$ cat config.mk
export PLATFORM = sky130hd
export DESIGN_NAME = mem_arbiter_flat
export DESIGN_NICKNAME = d
export VERILOG_FILES = /design/src/rtl/mem_arbiter_pkg.sv /design/src/rtl/mem_arbiter_if.sv /design/src/rtl/mem_arbiter_pick.sv /design/src/rtl/mem_arbiter.sv /design/src/flat_wrapper.sv
export SDC_FILE = /design/constraint.sdc
export NUM_CORES = 1
export LEC_CHECK = 0
export BUFFER_PORTS_ARGS = -buffer_cell sky130_fd_sc_hd__buf_2
export CAP_MARGIN = 20
export CELL_PAD_IN_SITES_DETAIL_PLACEMENT = 0
export CELL_PAD_IN_SITES_GLOBAL_PLACEMENT = 1
export CORE_AREA = 2 2 100 102
export DETAILED_ROUTE_END_ITERATION = 10
export DIE_AREA = 0 0 102 104
export PLACE_DENSITY = 0.76
export SYNTH_ARGS = -nofsm -noshare
export SYNTH_HDL_FRONTEND = slang
export SYNTH_SLANG_ARGS = --single-unit
$ cat constraint.sdc
create_clock -name clk -period 2.12 [get_ports clk]
set_input_delay 0.424 -clock clk [delete_from_list [all_inputs] [get_ports clk]]
set_output_delay 0.424 -clock clk [all_outputs]
set_load 0.02 [all_outputs]
$ cat src/rtl/mem_arbiter_pkg.sv
// +--------------------------------------------------------------------------+
// | rv32i_mem_pkg : shared types and constants for the rv32i memory system   |
// | Revision      : 1.0                                                      |
// +--------------------------------------------------------------------------+
`default_nettype none

package rv32i_mem_pkg;

  typedef enum logic [1:0] {
    OWN_NONE = 2'd0,
    OWN_INST = 2'd1,
    OWN_DATA = 2'd2
  } mem_owner_t;

  localparam int unsigned MEM_AW_DEFAULT = 15;
  localparam logic [31:0] MMIO_OUT_ADDR  = 32'h1000_0000;

endpackage

`default_nettype wire

$ cat src/rtl/mem_arbiter_if.sv
// +--------------------------------------------------------------------------+
// | mem_arbiter_if : fetch, load/store and memory-port signals of the arbiter |
// | Revision       : 1.0                                                     |
// +--------------------------------------------------------------------------+
`default_nettype none

interface mem_arbiter_if
  import rv32i_mem_pkg::*;
#(
  parameter int unsigned ADDR_W = 32,
  parameter int unsigned MEM_AW = MEM_AW_DEFAULT
) ();

  logic              inst_req;
  logic [ADDR_W-1:0] inst_addr;
  logic              inst_gnt;
  logic              inst_rvalid;
  logic [31:0]       inst_rdata;

  logic              data_req;
  logic [ADDR_W-1:0] data_addr;
  logic [31:0]       data_wdata;
  logic [3:0]        data_we;
  logic              data_gnt;
  logic              data_rvalid;
  logic [31:0]       data_rdata;

  logic              mem_en;
  logic [MEM_AW-1:0] mem_addr;
  logic [31:0]       mem_wdata;
  logic [3:0]        mem_we;
  logic [31:0]       mem_rdata;

  // Requesters and RAM side: drive requests and read data, observe the rest.
  modport master (
    output inst_req, inst_addr,
    output data_req, data_addr, data_wdata, data_we,
    output mem_rdata,
    input  inst_gnt, inst_rvalid, inst_rdata,
    input  data_gnt, data_rvalid, data_rdata,
    input  mem_en, mem_addr, mem_wdata, mem_we
  );

  // Arbiter side.
  modport slave (
    input  inst_req, inst_addr,
    input  data_req, data_addr, data_wdata, data_we,
    input  mem_rdata,
    output inst_gnt, inst_rvalid, inst_rdata,
    output data_gnt, data_rvalid, data_rdata,
    output mem_en, mem_addr, mem_wdata, mem_we
  );

endinterface

`default_nettype wire

$ cat src/rtl/mem_arbiter_pick.sv
// +--------------------------------------------------------------------------+
// | mem_arb_pick : two-input grant selector (bit 0 = inst, bit 1 = data)     |
// | Build macro  : MEM_ARB_RR_EN selects round-robin, else data-over-inst    |
// | Revision     : 1.0                                                       |
// +--------------------------------------------------------------------------+
`default_nettype none

module mem_arb_pick
  import rv32i_mem_pkg::*;
(
  input  wire logic [1:0] req_i,
  input  mem_owner_t      last_i,
  output logic [1:0]      gnt_o
);

`ifdef MEM_ARB_RR_EN
  // On a conflict the side that did not win most recently goes first.
  always_comb begin
    gnt_o = req_i;
    if (req_i == 2'b11) begin
      gnt_o = (last_i == OWN_DATA) ? 2'b01 : 2'b10;
    end
  end
`else
  logic unused_last;
  assign unused_last = ^last_i;

  always_comb begin
    gnt_o = req_i;
    if (req_i[1]) begin
      gnt_o = 2'b10;
    end
  end
`endif

endmodule

`default_nettype wire

$ cat src/rtl/mem_arbiter.sv
// +--------------------------------------------------------------------------+
// | mem_arbiter : shares one 1-cycle-latency word RAM between fetch and LSU  |
// | Build macro : MEM_ARB_RR_EN (round-robin conflict policy, in the picker) |
// | Revision    : 1.0                                                        |
// +--------------------------------------------------------------------------+
`default_nettype none

module mem_arbiter
  import rv32i_mem_pkg::*;
#(
  parameter int unsigned ADDR_W = 32,
  parameter int unsigned MEM_AW = MEM_AW_DEFAULT
) (
  input wire logic     clk,
  input wire logic     reset,
  mem_arbiter_if.slave bus
);

  logic [1:0] req_w;
  logic [1:0] gnt_w;
  mem_owner_t owner_d, owner_q;
  mem_owner_t last_d, last_q;

  // Reset masks requests so nothing is granted or written while it is held.
  assign req_w = {bus.data_req, bus.inst_req} & {2{~reset}};

  mem_arb_pick u_pick (
    .req_i  (req_w),
    .last_i (last_q),
    .gnt_o  (gnt_w)
  );

  always_comb begin
    owner_d = OWN_NONE;
    if (gnt_w[1]) begin
      owner_d = OWN_DATA;
    end else if (gnt_w[0]) begin
      owner_d = OWN_INST;
    end
    last_d = (owner_d == OWN_NONE) ? last_q : owner_d;
  end

  always_ff @(posedge clk) begin
    if (reset) begin
      owner_q <= OWN_NONE;
      last_q  <= OWN_INST;
    end else begin
      owner_q <= owner_d;
      last_q  <= last_d;
    end
  end

  assign bus.inst_gnt  = gnt_w[0];
  assign bus.data_gnt  = gnt_w[1];
  assign bus.mem_en    = |gnt_w;
  assign bus.mem_addr  = gnt_w[1] ? bus.data_addr[MEM_AW+1:2] : bus.inst_addr[MEM_AW+1:2];
  assign bus.mem_wdata = bus.data_wdata;
  assign bus.mem_we    = gnt_w[1] ? bus.data_we : 4'b0000;

  // A response in flight when reset arrives is dropped here, not in the RAM.
  assign bus.inst_rvalid = (owner_q == OWN_INST) & ~reset;
  assign bus.data_rvalid = (owner_q == OWN_DATA) & ~reset;
  assign bus.inst_rdata  = bus.mem_rdata;
  assign bus.data_rdata  = bus.mem_rdata;

  logic unused_addr_bits;
  assign unused_addr_bits = ^{bus.inst_addr[ADDR_W-1:MEM_AW+2], bus.inst_addr[1:0],
                              bus.data_addr[ADDR_W-1:MEM_AW+2], bus.data_addr[1:0]};

endmodule

`default_nettype wire

$ cat src/flat_wrapper.sv
// flat-port wrapper written by rule: the top's interface ports become plain ports
module mem_arbiter_flat import rv32i_mem_pkg::*;
#(
  parameter int unsigned ADDR_W = 32,
  parameter int unsigned MEM_AW = MEM_AW_DEFAULT
)
  (clk, reset, bus_inst_req, bus_inst_addr, bus_data_req, bus_data_addr, bus_data_wdata, bus_data_we, bus_mem_rdata, bus_inst_gnt, bus_inst_rvalid, bus_inst_rdata, bus_data_gnt, bus_data_rvalid, bus_data_rdata, bus_mem_en, bus_mem_addr, bus_mem_wdata, bus_mem_we);
  mem_arbiter_if #(.ADDR_W(ADDR_W), .MEM_AW(MEM_AW)) bus_i ();
  input wire logic clk;
  input wire logic reset;
  input wire logic [$bits(bus_i.inst_req)-1:0] bus_inst_req;
  input wire logic [$bits(bus_i.inst_addr)-1:0] bus_inst_addr;
  input wire logic [$bits(bus_i.data_req)-1:0] bus_data_req;
  input wire logic [$bits(bus_i.data_addr)-1:0] bus_data_addr;
  input wire logic [$bits(bus_i.data_wdata)-1:0] bus_data_wdata;
  input wire logic [$bits(bus_i.data_we)-1:0] bus_data_we;
  input wire logic [$bits(bus_i.mem_rdata)-1:0] bus_mem_rdata;
  output wire logic [$bits(bus_i.inst_gnt)-1:0] bus_inst_gnt;
  output wire logic [$bits(bus_i.inst_rvalid)-1:0] bus_inst_rvalid;
  output wire logic [$bits(bus_i.inst_rdata)-1:0] bus_inst_rdata;
  output wire logic [$bits(bus_i.data_gnt)-1:0] bus_data_gnt;
  output wire logic [$bits(bus_i.data_rvalid)-1:0] bus_data_rvalid;
  output wire logic [$bits(bus_i.data_rdata)-1:0] bus_data_rdata;
  output wire logic [$bits(bus_i.mem_en)-1:0] bus_mem_en;
  output wire logic [$bits(bus_i.mem_addr)-1:0] bus_mem_addr;
  output wire logic [$bits(bus_i.mem_wdata)-1:0] bus_mem_wdata;
  output wire logic [$bits(bus_i.mem_we)-1:0] bus_mem_we;
  assign bus_i.inst_req = bus_inst_req;
  assign bus_i.inst_addr = bus_inst_addr;
  assign bus_i.data_req = bus_data_req;
  assign bus_i.data_addr = bus_data_addr;
  assign bus_i.data_wdata = bus_data_wdata;
  assign bus_i.data_we = bus_data_we;
  assign bus_i.mem_rdata = bus_mem_rdata;
  assign bus_inst_gnt = bus_i.inst_gnt;
  assign bus_inst_rvalid = bus_i.inst_rvalid;
  assign bus_inst_rdata = bus_i.inst_rdata;
  assign bus_data_gnt = bus_i.data_gnt;
  assign bus_data_rvalid = bus_i.data_rvalid;
  assign bus_data_rdata = bus_i.data_rdata;
  assign bus_mem_en = bus_i.mem_en;
  assign bus_mem_addr = bus_i.mem_addr;
  assign bus_mem_wdata = bus_i.mem_wdata;
  assign bus_mem_we = bus_i.mem_we;
  mem_arbiter #(.ADDR_W(ADDR_W), .MEM_AW(MEM_AW)) u_core (.clk(clk), .reset(reset), .bus(bus_i));
endmodule
-- Yosys cells after proc, flatten, opt, wreduce, memory -nomap -nowiden
Index checks and enable logic that the tools add are counted.
- register bits after elaboration: 2
- output and inout port bits: 120
- input bits: 136
- logic and storage cells: 15
- multiplexer cells: 5
- reductions and logical operators: 2
- eq/ne operators: 2
- bitwise logic cells: 4
- operators with widths (kind ; count):
    15-bit 2-to-1 mux ; 1
    2-bit 2-to-1 mux ; 2
    4-bit 2-to-1 mux ; 1
    2-bit OR reduction ; 2
    1-bit AND ; 2
    2-bit AND ; 1
    2-bit by 1-bit == test with 1-bit output (second input constant) ; 1
    2-bit == test (second input constant) ; 1
    1-bit 2-to-1 mux ; 1
    1-bit NOT ; 1

-- Longest topological paths before layout
Gate-level depths: netlist of run 1.
- word-level depth: 5
- gate-level depth with buffers: 5
- mapped depth without buffers: 3

-- Modules after synthesis
A second synthesis of run 1 with hierarchy kept.
- cells, all modules: 135
- area total of the unflattened synthesis: 1109.8 µm²
- modules (own cells, without submodules) (module ; seq. area each (µm²) ; cells each ; area an instance (µm²) ; instances):
    mem_arbiter ; 80.1 ; 133 ; 1088.5 ; 1
    mem_arb_pick ; 0.0 ; 2 ; 21.3 ; 1

-- Worst setup path before layout of run 1
OpenSTA, ideal clock, no wires.
- path kind: input port to output port
- from: in reset
- to: out bus_mem_we[0]
- data arrival time: 1194 ps
- cell stages on the path: 5
- path buffers: 2
- required time: 1696 ps
- setup slack: 502 ps
- cells stage by stage: nand2b_1 -> buf_6 -> buf_12 -> inv_2 -> and2_1
- cells in the longest elaborated chain, start to end: 4
- RTL lines (element ; RTL line ; RTL):
    start, declared ; flat_wrapper.sv:10 ; input wire logic reset;
    1-bit NOT ; mem_arbiter.sv:25 ; assign req_w = {bus.data_req, bus.inst_req} & {2{~reset}};
    2-bit AND ; mem_arbiter.sv:25 ;
    2-bit 2-to-1 mux ; mem_arbiter_pick.sv:30 ; if (req_i[1]) begin
    via bus_data_gnt ; flat_wrapper.sv:21 ; output wire logic [$bits(bus_i.data_gnt)-1:0] bus_data_gnt;
    4-bit 2-to-1 mux ; mem_arbiter.sv:58 ; assign bus.mem_we = gnt_w[1] ? bus.data_we : 4'b0000;
    end, declared ; flat_wrapper.sv:27 ; output wire logic [$bits(bus_i.mem_we)-1:0] bus_mem_we;
The timed path passes the listed nets, and every way through them passes these cells.

-- Worst setup path after layout of run 1
- from: in reset
- to: out bus_mem_addr[8]
- cells in the longest elaborated chain, start to end: 4
- RTL lines (element ; RTL line ; RTL):
    1-bit NOT ; mem_arbiter.sv:25 ;
    2-bit AND ; mem_arbiter.sv:25 ;
    2-bit 2-to-1 mux ; mem_arbiter_pick.sv:30 ;
    15-bit 2-to-1 mux ; mem_arbiter.sv:56 ; assign bus.mem_addr = gnt_w[1] ? bus.data_addr[MEM_AW+1:2] : bus.inst_addr[MEM_AW+1:2];
    end, declared ; flat_wrapper.sv:25 ; output wire logic [$bits(bus_i.mem_addr)-1:0] bus_mem_addr;
No other way between the ends.

==> results.yml, run 1 <==
global_routing:
  antenna_found_initial: 0
  track_usage: 0.0461
  grt_pass1_wl_mm: 3.47
  grt_max_degree: 10
  globalRouteOverflowTotal: 0
  grt_pass1_vias: 686
timing:
  hold_violations: 0
  relSlewSlack: 0.879
  finalCriticalPeriod_ps: 1820
  setup_viol: 0
  slew_viol_final: 0
  finalSetupTns_ps: 0
  tightest_slew_ps: 182
  finalCritPeriodShare: 0.860
  grt_setup_unrepaired: "false"
  fmax_ghz: 0.548
  fin_ws_ps: 296
die:
  die_h_microns: 104
  die_area_sq_um: 10600
  die_w_microns: 102
  initial_core_util: 0.112
  coreArea_sq_um: 9550
  ios: 256
  core.rowCount: 36
critical_path:
  path_max_fanout: 9
  cpMostUsedCell: "buf_2"
  critPathArrivalTime_ps: 1400
  crit_path_end_kind: "primary output"
  critPathLaunchType: "input port"
  cp.required_ps: 1700
  path_class: "in2out"
  cp_slowest_stage_delay_ps: 310
  slowest_stage: "mux2_4"
  cp_cell_sequence: "buf_2, nand2b_1, buf_4, mux2_4, buf_2"
synth:
  ys_types: 12
  synth_top_area_frac: 0.675
  ys_ff_latch: 2
  netlist_instances: 128
  synth-edff-count: 0
  syn_area_per_cell_sq_um: 8.34
  synth_nets: 264
  synth_top_flop_cell: "dfxtp_1"
  synth_area_leaders: "buf_4 68%, mux2_4 11%, mux2_2 7.4%, dfxtp_1 3.8%, nor3b_1 2.8%"
  synthArstFlopShare: 0
  synth_common_cells: "96 x buf_4, 8 x mux2_4, 7 x mux2_2, 4 x and2_1, 4 x nor3b_1"
  synth.most_common_cell: "buf_4"
  synth_area_leader_cell: "buf_4"
  yosysWarnings: 0
  ys_seq_area_frac: 0.0375
  synthesis.area_sq_um: 1070
route:
  wl_met1_microns: 494
  routed_wl_mm: 2.78
  drt_iter0_drc: 7
  drc: 0
  via_per_inst: 2.62
  dr.pass1.iters: 2
  top_layer_used: "met4"
  wl_met3_microns: 396
  met2_length_mm: 1.52
  vias: 601
  wl_per_cell_microns: 12.1
  postRouteAntennaNets: 0
clock_tree:
  htreeDepth: 1
  postCtsResizedCells: 0
  cts_hold_buf: 0
  root_buffer: "clkbuf_8"
  post_cts_buffers: 0
  clock-sinks: 2
  clkTransAtPathRegs_ps: 30
  cts_tree: "built"
  cts_buffer_depth: 2
  cts_buffers: 3
hold_path:
  min_path_type: "in2reg"
cells_and_area:
  regMostFlops: "u_core.owner_q"
  area_delta_synth_final_pct: -21.0
  largest_reg_flops: 2
  layout-drive-gt1-share: 0.854
  nets: 234
  n_antenna_cell: 0
  top_regs: "u_core.owner_q: 2 flops"
pwr:
  power_leakage_nw: 0.434
  pwr_density_cell_nw_per_um2: 407
  peakVddDrop_v: 0.000112
run:
  maxCapViolations: 0
place:
  gp_congestion: 0.667
  io_buffers: 61
  hpwl_mm: 2.49
  dp_slack_ps: 292
run_status:
  outcome: "complete, no violations"
-- per-layer routing --
layer,GRT usage,up-vias
li1,-,240
met5,0,-
met1,0.0186,235
met4,0.0676,0
met2,0.0973,75
met3,0.00941,51
-- area by class of cell --
class / instances / area (sq um)
Clock buffer: 3 / 41.3
Fill cell: 1145 / 8710
Inverter: 2 / 7.51
Multi-Input combinational cell: 26 / 268
Sequential cell: 2 / 40.0
Tap cell: 133 / 166
Timing Repair Buffer: 63 / 320
-- stage by stage --
step | area, sq um | cells | util | hold slack [ps] | total power (W)
2_1_floorplan | 1070 | 128 | - | 499 | 0.000398
3_3_place_gp | 802 | 226 | 0.0840 | 634 | 0.000198
3_5_place_dp | 802 | 226 | 0.0840 | 643 | 0.000200
4_1_cts | 843 | 229 | 0.0883 | 430 | 0.000348
5_1_grt | 843 | 229 | 0.0883 | 433 | 0.000364
6_report | 843 | 229 | 0.0883 | 427 | 0.000343
-- final timing paths --
path | from | to | slack (ps) | cells past startpoint
min | bus_data_req | u_core.owner_q[0] | 430 | 2
max | reset | bus_mem_addr[8] | 300 | 5
-- logic make-up (layout without fill, tap and decap cells) --
group / Yosys count / count (layout) / synth area share
simple gates: 11 / 11 / 0.0645
buf+inv: 100 / 68 / 0.712
mux: 15 / 15 / 0.186
flops: 2 / 2 / 0.0375
-- power breakdown --
group | switching [W] | total, W | internal [W]
combinational | 0.0000792 | 0.000156 | 0.0000772
clock | 0.0000264 | 0.000146 | 0.000120
sequential | 0.000000753 | 0.0000405 | 0.0000398
total | 0.000106 | 0.000343 | 0.000237
-- layout by cell type, fill, tap and decap left out --
cell,n
nor2_1,2
nand2b_1,1
clkbuf_8,3
mux2_2,7
buf_4,2
dfxtp_1,2
and2_1,4
mux2_4,8
nor3b_1,4
inv_2,1
inv_1,1
buf_2,61
-- critical path: cells and delay by family --
| kind | cells | cell delay [ps] |
|---|---|---|
| mux | 1 | 310 |
| buf+inv | 3 | 520 |
| simple gates | 1 | 140 |
Note: power is estimated with default switching activity, not from simulation.
==> run 2: changes to the inputs <==
--- a/config.mk
+++ b/config.mk
@@ -12,7 +12,7 @@
 export CORE_AREA = 2 2 100 102
 export DETAILED_ROUTE_END_ITERATION = 10
 export DIE_AREA = 0 0 102 104
-export PLACE_DENSITY = 0.76
+export PLACE_DENSITY_LB_ADDON = 0.1
 export SYNTH_ARGS = -nofsm -noshare
 export SYNTH_HDL_FRONTEND = slang
 export SYNTH_SLANG_ARGS = --single-unit
==> results.yml, run 2 (synthesis gave the netlist of run 1 again) <==
run_status:
  outcome: "complete, no violations"
timing:
  setup_viol: 0
  whs_ps: 431
  fin_ws_ps: 281
  finalSetupTns_ps: 0
  finalCriticalPeriod_ps: 1840
  relSlewSlack: 0.875
  finalCritPeriodShare: 0.868
  tightest_slew_ps: 186
  grt_setup_unrepaired: "false"
  slew_viol_final: 0
  hold_violations: 0
  fmax_ghz: 0.544
critical_path:
  path_max_fanout: 9
  path_class: "in2out"
  critPathLaunchType: "input port"
  cp.required_ps: 1700
  crit_path_end_kind: "primary output"
  critPathArrivalTime_ps: 1420
cells_and_area:
  regMostFlops: "u_core.owner_q"
  nets: 234
  final_common_cell: "buf_2"
  largest_reg_flops: 2
  fill_cells: 1148
  final_area_sq_um: 843
  n_antenna_cell: 0
  fin_util: 0.0883
  area_delta_synth_final_pct: -21.0
  final_cell_mix: "61 x buf_2, 8 x mux2_4, 7 x mux2_2"
  top_regs: "u_core.owner_q: 2 flops"
  layout-drive-gt1-share: 0.854
clock_tree:
  post_cts_buffers: 0
  htreeDepth: 1
  cts_buffers: 3
  cts_tree: "built"
  cts_buffer_depth: 2
  postCtsResizedCells: 0
  clock-sinks: 2
  root_buffer: "clkbuf_8"
  cts_hold_buf: 0
  clkTransAtPathRegs_ps: 30
route:
  dr.pass1.iters: 2
  via_per_inst: 2.57
  routed_wl_mm: 2.46
  vias: 588
  postRouteAntennaNets: 0
  drt_iter0_drc: 3
  wl_per_cell_microns: 10.8
  drc: 0
global_routing:
  globalRouteOverflowTotal: 0
  grt_max_degree: 10
  track_usage: 0.0405
  grt_pass1_vias: 617
  grt_pass1_wl_mm: 3.15
  antenna_found_initial: 0
pwr:
  power_leakage_nw: 0.434
  comb_power_share: 0.453
  p_int_w: 0.000237
  clockPowerShare: 0.430
  peakVddDrop_v: 0.0000844
  power_switching_w: 0.000109
  p_sw_frac: 0.315
  pwr_density_cell_nw_per_um2: 410
  p_seq_frac: 0.117
place:
  io_buffers: 61
  gp_congestion: 0.672
  hpwl_mm: 2.16
  placed_area_sq_um: 802
  dp_slack_ps: 259
die:
  coreArea_sq_um: 9550
  die_h_microns: 104
  die_w_microns: 102
  die_area_sq_um: 10600
  initial_core_util: 0.112
  core.rowCount: 36
  ios: 256
hold_path:
  min_path_type: "in2reg"
run:
  maxCapViolations: 0
==> run 2: final timing paths <==
check                   startpoint                end  slack (ps)  depth (start not counted)
worst max-delay path         reset    bus_mem_addr[9]         280                          5
worst min-delay path  bus_data_req  u_core.owner_q[0]         430                          2
==> run 2: metrics by stage <==
stage	cells	power, W
4_1_cts	229	0.000359
3_5_place_dp	226	0.000201
5_1_grt	229	0.000369
3_3_place_gp	226	0.000205
2_1_floorplan	128	0.000398
6_report	229	0.000346
==> run 2: worst max-delay path, cell delays in order <==
cell and delay (ps):
buf_2 130, nand2b_1 140, buf_4 220, mux2_4 330, buf_2 160
==> run 2: layout make-up <==
cell class | count | area [sq um] | share of cell area
clock buffers | 3 | 41.3 | 0.0490
multi-input cells | 26 | 268 | 0.318
flip-flops and latches | 2 | 40.0 | 0.0475
repair buffers | 63 | 320 | 0.380
well taps | 133 | 166 | 0.197
inverters | 2 | 7.51 | 0.00890
==> run 2: routing by layer <==
layer | part of all wire | track usage | vias up | wire, microns
li1 | - | - | 240 | -
met1 | 0.17 | 0.0122 | 239 | 429
met2 | 0.55 | 0.0883 | 80 | 1340
met3 | 0.21 | 0.0208 | 29 | 512
met4 | 0.071 | 0.0457 | 0 | 176
met5 | 0 | 0 | - | 0
==> run 2: power by group through the flow <==
stage	Combinational [W]	Clock (W)	Sequential, W
CTS	0.000161	0.000157	0.0000405
global route	0.000170	0.000159	0.0000405
floorplan	0.000357	0	0.0000408
detailed placement	0.000160	0	0.0000409
finish	0.000157	0.000149	0.0000405
global placement	0.000164	0	0.0000409
==> run 3: changes to the inputs <==
--- a/config.mk
+++ b/config.mk
@@ -13,6 +13,7 @@
 export DETAILED_ROUTE_END_ITERATION = 10
 export DIE_AREA = 0 0 102 104
 export PLACE_DENSITY_LB_ADDON = 0.1
+export RECOVER_POWER = 25
 export SYNTH_ARGS = -nofsm -noshare
 export SYNTH_HDL_FRONTEND = slang
 export SYNTH_SLANG_ARGS = --single-unit
==> results.yml, run 3 (synthesis gave the netlist of run 1 again) <==
clock_tree:
  post_cts_buffers: 0
  cts_buffer_depth: 2
  postCtsResizedCells: 0
  root_buffer: "clkbuf_8"
  htreeDepth: 1
  clkTransAtPathRegs_ps: 30
  cts_buffers: 3
  cts_hold_buf: 0
  clock-sinks: 2
  cts_tree: "built"
critical_path:
  cp_top_family: "buffers and inverters"
  critPathArrivalTime_ps: 1500
  path_class: "in2out"
  crit_path_start: "reset"
  cp.required_ps: 1700
  critPathLaunchType: "input port"
  slowest_stage: "mux2_4"
  cp_cell_sequence: "clkbuf_1, nand2b_1, buf_4, mux2_4, buf_2"
  crit_path_end_kind: "primary output"
  cp_slowest_stage_delay_ps: 330
  path_max_fanout: 9
  crit_buf_inv: 3
die:
  ios: 256
  core.rowCount: 36
  die_h_microns: 104
  die_w_microns: 102
  coreArea_sq_um: 9550
  initial_core_util: 0.112
  die_area_sq_um: 10600
hold_path:
  min_path_type: "in2reg"
  hold_start: "bus_data_req"
  whs_path_depth: 2
  holdPathEnd: "u_core.owner_q[0]"
pwr:
  power_switching_w: 0.000109
  p_int_w: 0.000237
  p_sw_frac: 0.315
  peakVddDrop_v: 0.0000844
  comb_power_share: 0.452
  power_leakage_nw: 0.432
  p_seq_frac: 0.117
  power_w: 0.000346
  pwr_density_cell_nw_per_um2: 411
  clockPowerShare: 0.431
route:
  wl_met1_microns: 429
  drt_iter0_drc: 3
  via_per_inst: 2.56
  vias: 587
  top_layer_used: "met4"
  routed_wl_mm: 2.46
  wl_per_cell_microns: 10.7
  wl_met3_microns: 512
  drc: 0
  dr.pass1.iters: 2
  met2_length_mm: 1.34
  postRouteAntennaNets: 0
cells_and_area:
  final_cell_mix: "60 x buf_2, 8 x mux2_4, 7 x mux2_2"
  largest_reg_flops: 2
  layout-drive-gt1-share: 0.844
  regMostFlops: "u_core.owner_q"
  fin_cells: 229
  n_antenna_cell: 0
  top_regs: "u_core.owner_q: 2 flops"
  area_delta_synth_final_pct: -21.1
  nets: 234
  final_common_cell: "buf_2"
global_routing:
  track_usage: 0.0405
  globalRouteOverflowTotal: 0
  grt_pass1_vias: 617
  grt_pass1_wl_mm: 3.15
  antenna_found_initial: 0
  grt_max_degree: 10
timing:
  finalCriticalPeriod_ps: 1920
  relSlewSlack: 0.859
  finalSetupTns_ps: 0
  tightest_slew_ps: 211
  fmax_ghz: 0.520
  hold_violations: 0
  grt_setup_unrepaired: "false"
  slew_viol_final: 0
  finalCritPeriodShare: 0.907
  setup_viol: 0
place:
  hpwl_mm: 2.16
  dp.cells: 226
  io_buffers: 61
  gp_congestion: 0.672
run:
  maxCapViolations: 0
run_status:
  outcome: "complete, no violations"
==> run 3: layout make-up <==
| type | instances | area, sq um |
|---|---|---|
| Inverter | 2 | 7.51 |
| Fill cell | 1149 | 8710 |
| Multi-Input combinational cell | 26 | 268 |
| Tap cell | 133 | 166 |
| Timing Repair Buffer | 63 | 319 |
| Clock buffer | 3 | 41.3 |
| Sequential cell | 2 | 40.0 |
==> run 3: how the worst max path moves through the flow <==
stage                                 end  slack (ps)  depth (start not counted)
after floorplan             bus_mem_we[0]         500                          5
after global placement    bus_mem_addr[9]         230                          5
after detailed placement  bus_mem_addr[9]         260                          5
after CTS                 bus_mem_addr[9]         250                          5
after global routing      bus_mem_addr[9]         130                          5
final                     bus_mem_addr[9]         200                          5
==> run 3: power by group through the flow <==
| stage | clock network, W | logic (W) | registers [W] |
|---|---|---|---|
| 4_1_cts | 0.000157 | 0.000161 | 0.0000405 |
| 3_5_place_dp | 0 | 0.000160 | 0.0000409 |
| 3_3_place_gp | 0 | 0.000164 | 0.0000409 |
| 6_report | 0.000149 | 0.000156 | 0.0000405 |
| 5_1_grt | 0.000159 | 0.000170 | 0.0000405 |
| 2_1_floorplan | 0 | 0.000357 | 0.0000408 |
==> run 3: metal layers <==
metal,global-route usage,up-vias
met2,0.0883,80
li1,-,240
met3,0.0208,29
met5,0,-
met4,0.0457,0
met1,0.0122,238
==> run 3: per-stage QoR <==
step	hold WS [ps]	util	cell area, sq um	setup slack [ps]
after floorplan	499	-	1070	502
after global placement	651	0.0840	802	230
after detailed placement	647	0.0840	802	259
after CTS	425	0.0883	843	255
after global routing	437	0.0882	842	133
final	431	0.0882	842	198
